<file path="src/rtl/alu_operand_seq.sv">
// Operand sequencer for a downstream combinational 4-bit ALU: collects A, B and S
// nibbles, captures the ALU result and holds it until the consumer takes it.
module alu_operand_seq (
   input  logic       clk,
   input  logic       rst,
   input  logic [3:0] in_data,
   input  logic       in_valid,
   output logic       in_ready,
   input  logic       abort,
   output logic [3:0] alu_a,
   output logic [3:0] alu_b,
   output logic [3:0] alu_s,
   input  logic [3:0] alu_e,
   output logic [3:0] res,
   output logic       res_valid,
   input  logic       res_ready,
   output logic [7:0] op_count
);

   typedef enum logic [2:0] {
      LOAD_A = 3'd0,
      LOAD_B = 3'd1,
      LOAD_S = 3'd2,
      EXEC   = 3'd3,
      HOLD   = 3'd4
   } state_t;

   state_t     state_q;
   logic [3:0] a_q;
   logic [3:0] b_q;
   logic [3:0] s_q;
   logic [3:0] res_q;
   logic       res_valid_q;
   logic [7:0] op_count_q;
   logic [7:0] op_count_d;
   logic       load_state;
   logic       accept;

   assign load_state = (state_q == LOAD_A) || (state_q == LOAD_B) || (state_q == LOAD_S);
   // Reset forces LOAD_A, so rst is folded in to keep in_ready low while it is held.
   assign in_ready   = load_state && !rst;
   assign accept     = in_valid && in_ready;
   assign op_count_d = op_count_q + 8'd1;

   always_ff @(posedge clk or posedge rst) begin
      if (rst) begin
         state_q     <= LOAD_A;
         a_q         <= 4'b0000;
         b_q         <= 4'b0000;
         s_q         <= 4'b0000;
         res_q       <= 4'b0000;
         res_valid_q <= 1'b0;
         op_count_q  <= 8'h00;
      end else if (abort) begin
         // Operands and res are left as-is; later loads overwrite them.
         state_q     <= LOAD_A;
         res_valid_q <= 1'b0;
      end else begin
         case (state_q)
            LOAD_A: if (accept) begin
               a_q     <= in_data;
               state_q <= LOAD_B;
            end
            LOAD_B: if (accept) begin
               b_q     <= in_data;
               state_q <= LOAD_S;
            end
            LOAD_S: if (accept) begin
               s_q     <= in_data;
               state_q <= EXEC;
            end
            EXEC: begin
               res_q       <= alu_e;
               res_valid_q <= 1'b1;
               state_q     <= HOLD;
            end
            HOLD: if (res_ready) begin
               res_valid_q <= 1'b0;
               op_count_q  <= op_count_d;
               state_q     <= LOAD_A;
            end
            default: state_q <= LOAD_A;
         endcase
      end
   end

   assign alu_a     = a_q;
   assign alu_b     = b_q;
   assign alu_s     = s_q;
   assign res       = res_q;
   assign res_valid = res_valid_q;
   assign op_count  = op_count_q;

endmodule
</file>
<file path="config.mk">
export PLATFORM = sky130hd
export DESIGN_NAME = alu_operand_seq
export DESIGN_NICKNAME = d
export VERILOG_FILES = /design/src/rtl/alu_operand_seq.sv
export SDC_FILE = /design/constraint.sdc
export NUM_CORES = 1
export LEC_CHECK = 0
export ABC_AREA = 1
export BUFFER_PORTS_ARGS = -buffer_cell sky130_fd_sc_hd__buf_4
export CELL_PAD_IN_SITES_DETAIL_PLACEMENT = 1
export CELL_PAD_IN_SITES_GLOBAL_PLACEMENT = 2
export CORE_ASPECT_RATIO = 1.75
export CORE_MARGIN = 1
export CORE_UTILIZATION = 30
export DETAILED_ROUTE_END_ITERATION = 8
export GPL_ROUTABILITY_DRIVEN = 0
export PLACE_DENSITY = 0.85
export REMOVE_ABC_BUFFERS = 1
export SYNTH_ARGS = -nofsm -noshare
export SYNTH_HDL_FRONTEND = slang
export SYNTH_SLANG_ARGS = --single-unit
</file>
<file path="constraint.sdc">
create_clock -name clk -period 2.35 [get_ports clk]
set_clock_uncertainty 0.05 [all_clocks]
set_input_delay 0.47 -clock clk [delete_from_list [all_inputs] [get_ports clk]]
set_output_delay 0.47 -clock clk [all_outputs]
set_load 0.02 [all_outputs]
</file>
==> summary.md, run 1 <==
The maximum level of the CTS H-tree was 1. For this design the static power due to leakage is 0.989 nW. Cell at the root of the clock tree: sky130_fd_sc_hd__clkbuf_8. The most critical setup path has its endpoint at in_ready.

In this run the critical register-to-register path is captured at alu_a[2]$_DFFE_PP0P_. Part of the power in the clock network: 0.315. After floorplanning, the core was divided into 31 placement rows. The fraction of the mapped netlist area in adder cells is 0.00928.

The storage element area is 701 µm². For the worst setup path, the data arrival time is 1200 ps. The type of the worst setup path was flip-flop to output port. The number of max-slew violations in the final report was 0. The post-synthesis compound-gate area fraction was 0.0148; the worst slack at placement was 689 ps.

The tool flagged a number of max-cap violations equal to 0. The tools report the effective utilization at floorplan as 0.319. The logs give 930 ps for the worst reg-to-reg setup slack and 0 ps for the summed negative setup slack over all endpoints.

Summing all multi-input logic gate instances after layout gives 591 µm². The horizontal die dimension was 52.7 µm; the fraction of synthesized area in multiplexers was 0. For the DRC violations left, the log shows 0. In the layout the commonest cells are sky130_fd_sc_hd__nand2_1 (81), sky130_fd_sc_hd__buf_4 (39), sky130_fd_sc_hd__dfrtp_1 (28). For the worst path required time, the log shows 1830 ps. Category of the worst setup path capture point: an output port. The number of optimization iterations in the first detailed-route pass was 4; the share of total power in sequential cells was 0.471. TritonCTS built the clock tree. Basic-gate share of the synthesized area counting and, or, nand and nor cells: 0.394. Most common library cell in the layout ignoring fill and taps: sky130_fd_sc_hd__nand2_1. The tools report the area of the mapped netlist as 0.00135 mm².

The class of the tightest hold or removal check was primary input to async pin. The run gives 532 as the count of filler cells inserted in the layout. The tools report the number of global-route vias before repair as 1418. The remaining global-route overflow is 0. The overall global routing resource usage was 0.173; the share of the cycle needed by the critical path after routing was 0.734. Synthesis instantiated 18 different standard cells from the library. Timing would allow up to 0.580 GHz. Clock-pin slew was measured on the worst setup and hold paths at 90 ps.

The Yosys step of the flow raised 0 warnings. Combinational power share: 0.214. The final period demand of the worst path was 1720 ps. The die covers 0.00478 mm². For this design the ratio of total power to cell area is 687 mW/mm². The routed wire length came out at 3.64 mm. The number of antenna violations at the first check in global routing is 0, and the number of inserted diodes is 0. The die is 90.7 µm tall. 39 I/O pins were placed. Number of non-filler instances in the completed layout: 262. The detailed-route wire length per cell is 13.9 µm, and the largest fanout on the critical path is 7.

The synthesized-area fraction occupied by xor and xnor cells is 0.0195. The violation count after the first detailed-route iteration came out at 28. Setup repair after global routing left no endpoint under its margin. The run gives 626 ps as the worst setup margin. Buffers inserted to repair hold after CTS numbered 0. The tools report the remaining antenna violation count as 0.

The total setup violations reported at the end of the flow is 0, and the first-pass GRT wire length is 6.28 mm. At the pin with the least slew margin, the transition time is 373 ps. The mean post-synth cell area was 7.89 µm². At the later pin of the worst-skew pair, clock insertion delay measures 280 ps. The worst register-to-register path begins at state_q[2]$_DFFE_PP0P_. The flow ran to the end, and the final reports show no timing, DRC or antenna violations. The number of placed instances, taps included, is 258. The total clock buffers created by CTS is 3, and the number of sinks handled by clock tree synthesis is 28.

For the worst-case headroom to the max-slew limit, the log shows 0.751. The net switching share of the total power works out to 0.287. The switching power is 348 µW.

Post-CTS timing repair inserted 0 buffers for setup. The layout-stage area growth over the synthesis result is 31.2%, and the share of the yosys chip area belonging to registers is 0.519. After synthesis the netlist holds a flip-flop and latch count of 28. Fraction of layout instances using a drive strength above 1: 0.244.

The area inside the core boundary is 0.00423 mm², and the worst-case clock buffer depth is 2. The count of port buffers added during placement was 38; the cell count after synthesis was 171. The run gives 867 µW as the internal cell power. For the number of hold violations in the final report, the log shows 0. Post-CTS repair changed the size of 0 cells. The tightest hold path in the finished design has a slack of 218 ps. After detailed routing, the number of vias per cell comes to 4.87. VDD sags by at most 0.374 mV. For the placed wire-length estimate after detailed placement, the log shows 2.97 mm.

Tracing the worst setup path back leads to its startpoint at state_q[2]$_DFFE_PP0P_. The routed layout has 1277 vias. The worst setup path is launched from a flip-flop.

Entering global routing, the biggest net connects 29 pins. The net count reported at finish was 228. Largest family of logic cells by synthesized area: simple AND/OR/NAND/NOR gates. The cell count of the worst reg-to-reg path was 6; the core utilization of the finished layout was 0.418.
==> Yosys cell counts <==
cell type | n | area [µm²]
sky130_fd_sc_hd__ha_1 | 1 | 12.5
sky130_fd_sc_hd__o21ai_0 | 3 | 15.0
sky130_fd_sc_hd__nor2_8 | 1 | 20.0
sky130_fd_sc_hd__nor2_1 | 8 | 30.0
sky130_fd_sc_hd__nand4_1 | 2 | 12.5
sky130_fd_sc_hd__xor2_1 | 1 | 8.76
sky130_fd_sc_hd__nand3_1 | 21 | 105
sky130_fd_sc_hd__inv_1 | 13 | 48.8
sky130_fd_sc_hd__a21oi_1 | 1 | 5.00
sky130_fd_sc_hd__nand2_2 | 3 | 18.8
sky130_fd_sc_hd__dfrtp_1 | 28 | 701
sky130_fd_sc_hd__buf_2 | 1 | 5.00
sky130_fd_sc_hd__nand3_4 | 1 | 17.5
sky130_fd_sc_hd__xnor2_1 | 2 | 17.5
sky130_fd_sc_hd__nand2_1 | 81 | 304
sky130_fd_sc_hd__nor2_4 | 1 | 11.3
sky130_fd_sc_hd__inv_2 | 1 | 3.75
sky130_fd_sc_hd__nor2_2 | 2 | 12.5
==> metal layers <==
metal,GRT usage,vias up,wire [µm]
met1,0.177,615,1380
li1,-,618,-
met5,0,-,0
met2,0.328,35,2060
met3,0.0152,9,98
met4,0.0746,0,95
==> state kept, by name, indices dropped and copies added, names as in the netlist <==
register	flops
alu_a	4
alu_s	4
res_valid	1
state_q	3
res	4
alu_b	4
op_count	8
==> per-stage QoR <==
step | power [mW] | area (µm²)
6_report | 1.22 | 1770
5_1_grt | 1.27 | 1770
4_1_cts | 1.23 | 1770
3_5_place_dp | 0.848 | 1700
3_3_place_gp | 0.834 | 1700
2_1_floorplan | 0.708 | 1340
==> how the worst min path moves through the flow <==
stage                             from                endpoint  slack (ps)  cells after the start
CTS                                rst    alu_b[3]$_DFFE_PP0P_         240                      3
finish                             rst  state_q[2]$_DFFE_PP0P_         220                      3
global placement    res[3]$_DFFE_PP0P_      res[3]$_DFFE_PP0P_         410                      2
floorplan                          rst    alu_a[0]$_DFFE_PP0P_         490                      1
global route                       rst    alu_b[3]$_DFFE_PP0P_         250                      3
detailed placement  res[0]$_DFFE_PP0P_      res[0]$_DFFE_PP0P_         420                      2
==> power by group through the flow <==
stage	Clock, mW	Sequential (mW)	Combinational (mW)
3_3_place_gp	0	0.581	0.253
2_1_floorplan	0	0.635	0.0727
3_5_place_dp	0	0.584	0.264
5_1_grt	0.409	0.579	0.282
4_1_cts	0.389	0.575	0.265
6_report	0.382	0.573	0.260
==> worst max-delay path, stage by stage, from the launching register on <==
cell                      delay, ps
sky130_fd_sc_hd__dfrtp_1        470
sky130_fd_sc_hd__nor2_2         200
sky130_fd_sc_hd__nand2_1         70
sky130_fd_sc_hd__inv_1           60
sky130_fd_sc_hd__buf_4          130
==> area by class of cell <==
type / instances / area share
clock buffer: 3 / 0.0233
inverter: 14 / 0.0297
sequential: 28 / 0.396
timing repair buffer: 39 / 0.165
clock inverter: 1 / 0.0170
multi-input combinational: 128 / 0.334
tap: 49 / 0.0347
==> kinds of logic (layout without fill, tap and decap cells) <==
logic type	after synthesis	count (layout)
AO/OA/AOI/OAI	4	4
XOR/XNOR	3	3
adder cells (fa/ha/maj)	1	1
buffers and inverters	15	57
flip-flops	28	28
AND/OR/NAND/NOR	120	120
No activity file was read; power rests on OpenSTA's default activity.
==> run 2: changes to the inputs <==
--- a/config.mk
+++ b/config.mk
@@ -11,10 +11,10 @@
 export CELL_PAD_IN_SITES_GLOBAL_PLACEMENT = 2
 export CORE_ASPECT_RATIO = 1.75
 export CORE_MARGIN = 1
-export CORE_UTILIZATION = 30
+export CORE_UTILIZATION = 28
 export DETAILED_ROUTE_END_ITERATION = 8
 export GPL_ROUTABILITY_DRIVEN = 0
-export PLACE_DENSITY = 0.85
+export PLACE_DENSITY = 0.8
 export REMOVE_ABC_BUFFERS = 1
 export SYNTH_ARGS = -nofsm -noshare
 export SYNTH_HDL_FRONTEND = slang
==> constraint.sdc (replaced) <==
create_clock -name clk -period 1.65 [get_ports clk]
set_clock_uncertainty 0.05 [all_clocks]
set_input_delay 0.33 -clock clk [delete_from_list [all_inputs] [get_ports clk]]
set_output_delay 0.33 -clock clk [all_outputs]
set_load 0.02 [all_outputs]
==> run 2 against run 1 <==
Effect of this change:
- sequential power rose by 41%
- setup slack got worse by 540 ps
- sequential cell count did not move
- routed wire length fell by 3.1%
- largest power group unchanged
- combinational power rose by 43%
- critical path type unchanged
- hold slack improved by 20 ps
==> summary.md, run 2 (synthesis results as in run 1) <==
The flow ran to the end, and the final reports show no timing, DRC or antenna violations. For the area inside the core boundary, the log shows 0.00467 mm² (+10%). Leaving out fill and tap cells, the most frequent cell in the layout is sky130_fd_sc_hd__nand2_1. The logs give 0.289 (-0.0299) for the effective utilization at floorplan and 0.316 (about the same) for the part of the power in the clock network. The overall global routing resource usage was 0.152 (-0.0205). The power density normalized to cell area came out at 952 mW/mm² (+39%). The logs give 3 (unchanged) for the total clock buffers created by CTS and 1.01 nW (+1.8%) for the leakage dissipation. The average vias per placed instance is 4.69 (-3.8%), and the clock edge transition at the registers on the reported setup and hold paths is 100 ps (about the same). For the number of antenna violations at the first check in global routing, the log shows 0 (unchanged). The startpoint of the most critical setup path was state_q[2]$_DFFE_PP0P_. The share of total power in sequential cells came out at 0.469 (-0.002).

The combinational power share was 0.216 (+0.002). STA classifies the critical path endpoint as an output port. The run gives 1.24 mW (+43%) as the internal cell power. The chip height works out to 93.8 µm (+3.4%). For the largest net degree at the start of global routing, the log shows 21 (-28%).

The detailed-route wire length per cell is 13.2 µm (-5.3%). The layout-stage area growth over the synthesis result was 34.3%. The class of the tightest hold or removal check is primary input to flip-flop.

STA classifies the critical path startpoint as a flip-flop. For the number of max-slew violations in the final report, the log shows 0 (unchanged). The startpoint identified for the worst register-to-register timing path is state_q[2]$_DFFE_PP0P_. The tools report the count of vias placed by the detailed router as 1256 (-1.6%). The final period demand of the worst path was 1560 ps. The first-pass GRT wire length is 5.79 mm (-7.8%), and the number of optimization iterations in the first detailed-route pass is 4 (unchanged).

Following the worst setup path forward leads to its endpoint at in_ready. Static timing analysis puts the maximum clock frequency at 0.639 GHz. Placement row count: 33 (+6.5%). The tools report the cell at the root of the clock tree as sky130_fd_sc_hd__clkbuf_8. The worst-case headroom to the max-slew limit is 0.742 (-0.00929). The logs give 39 (unchanged) for the number of top-level pins and 1180 ps (-20 ps) for the data arrival time of the worst path. TritonCTS built the clock tree.

The DRC violations left was 0 (unchanged); the transition time of the tightest slew-check pin was 387 ps (+13.9 ps). The maximum level of the CTS H-tree is 1 (unchanged), and the net switching share of the total power is 0.281 (-0.00570). The net count reported at finish was 231 (+1.3%); the flip-flop count of the largest register after layout was 8 (unchanged). The number of max-cap violations was 0 (unchanged); the share of the cycle needed by the critical path after routing was 0.948.

Worst reg-to-reg setup slack: 260 ps (-670 ps). The placed wire-length estimate after detailed placement was 2.81 mm (-5.5%); the summed negative setup slack over all endpoints was 0 ps (unchanged). The worst setup path is of the flip-flop to output port kind. The fraction of layout instances using a drive strength above 1 came out at 0.255 (+0.0105). The run gives 238 ps (+20.3 ps) as the final hold slack. The horizontal die dimension works out to 54.5 µm (+3.4%). The number of hold violations in the final report came out at 0 (unchanged). Number of inserted diodes: 0 (unchanged). Total setup violations reported at the end of the flow: 0 (unchanged).

The later-pin clock latency in the skew report was 270 ps (about the same); the switching power was 485 µW (+39%). Violation count after the first detailed-route iteration: 28 (unchanged). Setup repair after global routing left no endpoint under its margin. The logs give 0 (unchanged) for the remaining antenna violation count and 28 (unchanged) for the number of sinks handled by clock tree synthesis. The logs give 0.504 mV (+35%) for the peak supply drop and 0 (unchanged) for the remaining global-route overflow. The number of global-route vias before repair is 1276 (-10%). Endpoint of the worst-slack reg-to-reg timing path: alu_s[1]$_DFFE_PP0P_. The count of port buffers added during placement came out at 38 (unchanged). The overall power after layout came out at 1.73 mW (+42%). The routed wire length was 3.53 mm (-3.1%); the cell count of the worst reg-to-reg path was 6 (unchanged). The area of the die is 0.00511 mm² (+6.9%). For the worst-case clock buffer depth, the log shows 2 (unchanged). The largest fanout on the critical path was 7 (unchanged). The worst path required time was 1270 ps (-560 ps). The top cell types in the final layout, fill and taps aside, are sky130_fd_sc_hd__nand2_1 (81), sky130_fd_sc_hd__buf_4 (40), sky130_fd_sc_hd__dfrtp_1 (27).
run 2: changes by cell type in the layout (fill, tap and decap cells not counted), sizes merged:
| cell | change |
|---|---|
| dlygate4sd3 | +1 |
| buf | +2 |
run 2: cell type report:
class,instances,area (µm²)
inverters,14,52.6
clock inverters,1,30.0
well taps,52,65.1
repair buffers,42,330
multi-input cells,128,591
flip-flops and latches,28,702
fillers,595,2850
clock buffers,3,41.3
run 2: repair_timing:
| item | CTS | global route |
|---|---|---|
| hold buffers | 1 | 0 |
| endpoints found under the hold margin | 8 | 0 |
| buffers inserted | 0 | 0 |
| endpoints found under the setup margin | 0 | 1 |
| resized for setup | 0 | 1 |
run 2: critical path, stage by stage, from the launching register on:
cell and delay, ps:
sky130_fd_sc_hd__dfrtp_2 480, sky130_fd_sc_hd__nor2_2 190, sky130_fd_sc_hd__nand2_1 70, sky130_fd_sc_hd__inv_1 50
sky130_fd_sc_hd__buf_4 130
run 2: worst min path at each step:
stage                           from                    to  slack [ps]  depth (start not counted)
after floorplan                  rst  alu_a[0]$_DFFE_PP0P_         350                          1
after global placement           rst  alu_a[1]$_DFFE_PP0P_         290                          2
after detailed placement         rst  alu_a[3]$_DFFE_PP0P_         300                          2
after CTS                 in_data[0]  alu_a[0]$_DFFE_PP0P_         230                          3
after global routing      in_data[0]  alu_a[0]$_DFFE_PP0P_         240                          3
final                       alu_e[0]    res[0]$_DFFE_PP0P_         240                          3
run 2: metrics by stage:
| step | instances | setup slack (ps) | instance area [µm²] | util |
|---|---|---|---|---|
| floorplan | 170 | 386 | 1340 | - |
| global placement | 263 | 290 | 1730 | 0.371 |
| detailed placement | 263 | 239 | 1730 | 0.371 |
| CTS | 268 | 30.6 | 1810 | 0.388 |
| global route | 268 | 6.26 | 1810 | 0.388 |
| finish | 268 | 85.1 | 1810 | 0.388 |
run 2: power by group through the flow:
stage / Clock, mW / Sequential (mW) / Combinational [mW]
after global placement: 0 / 0.817 / 0.372
after floorplan: 0 / 0.905 / 0.103
after CTS: 0.568 / 0.810 / 0.380
after detailed placement: 0 / 0.823 / 0.377
final: 0.545 / 0.809 / 0.372
after global routing: 0.587 / 0.817 / 0.406
run 2: per-layer routing:
metal,part of all wire,vias to the layer above,global-route usage
li1,-,621,-
met1,0.41,608,0.178
met2,0.55,25,0.276
met3,0.035,2,0.0178
met4,0.0048,0,0.0385
met5,0,-,0
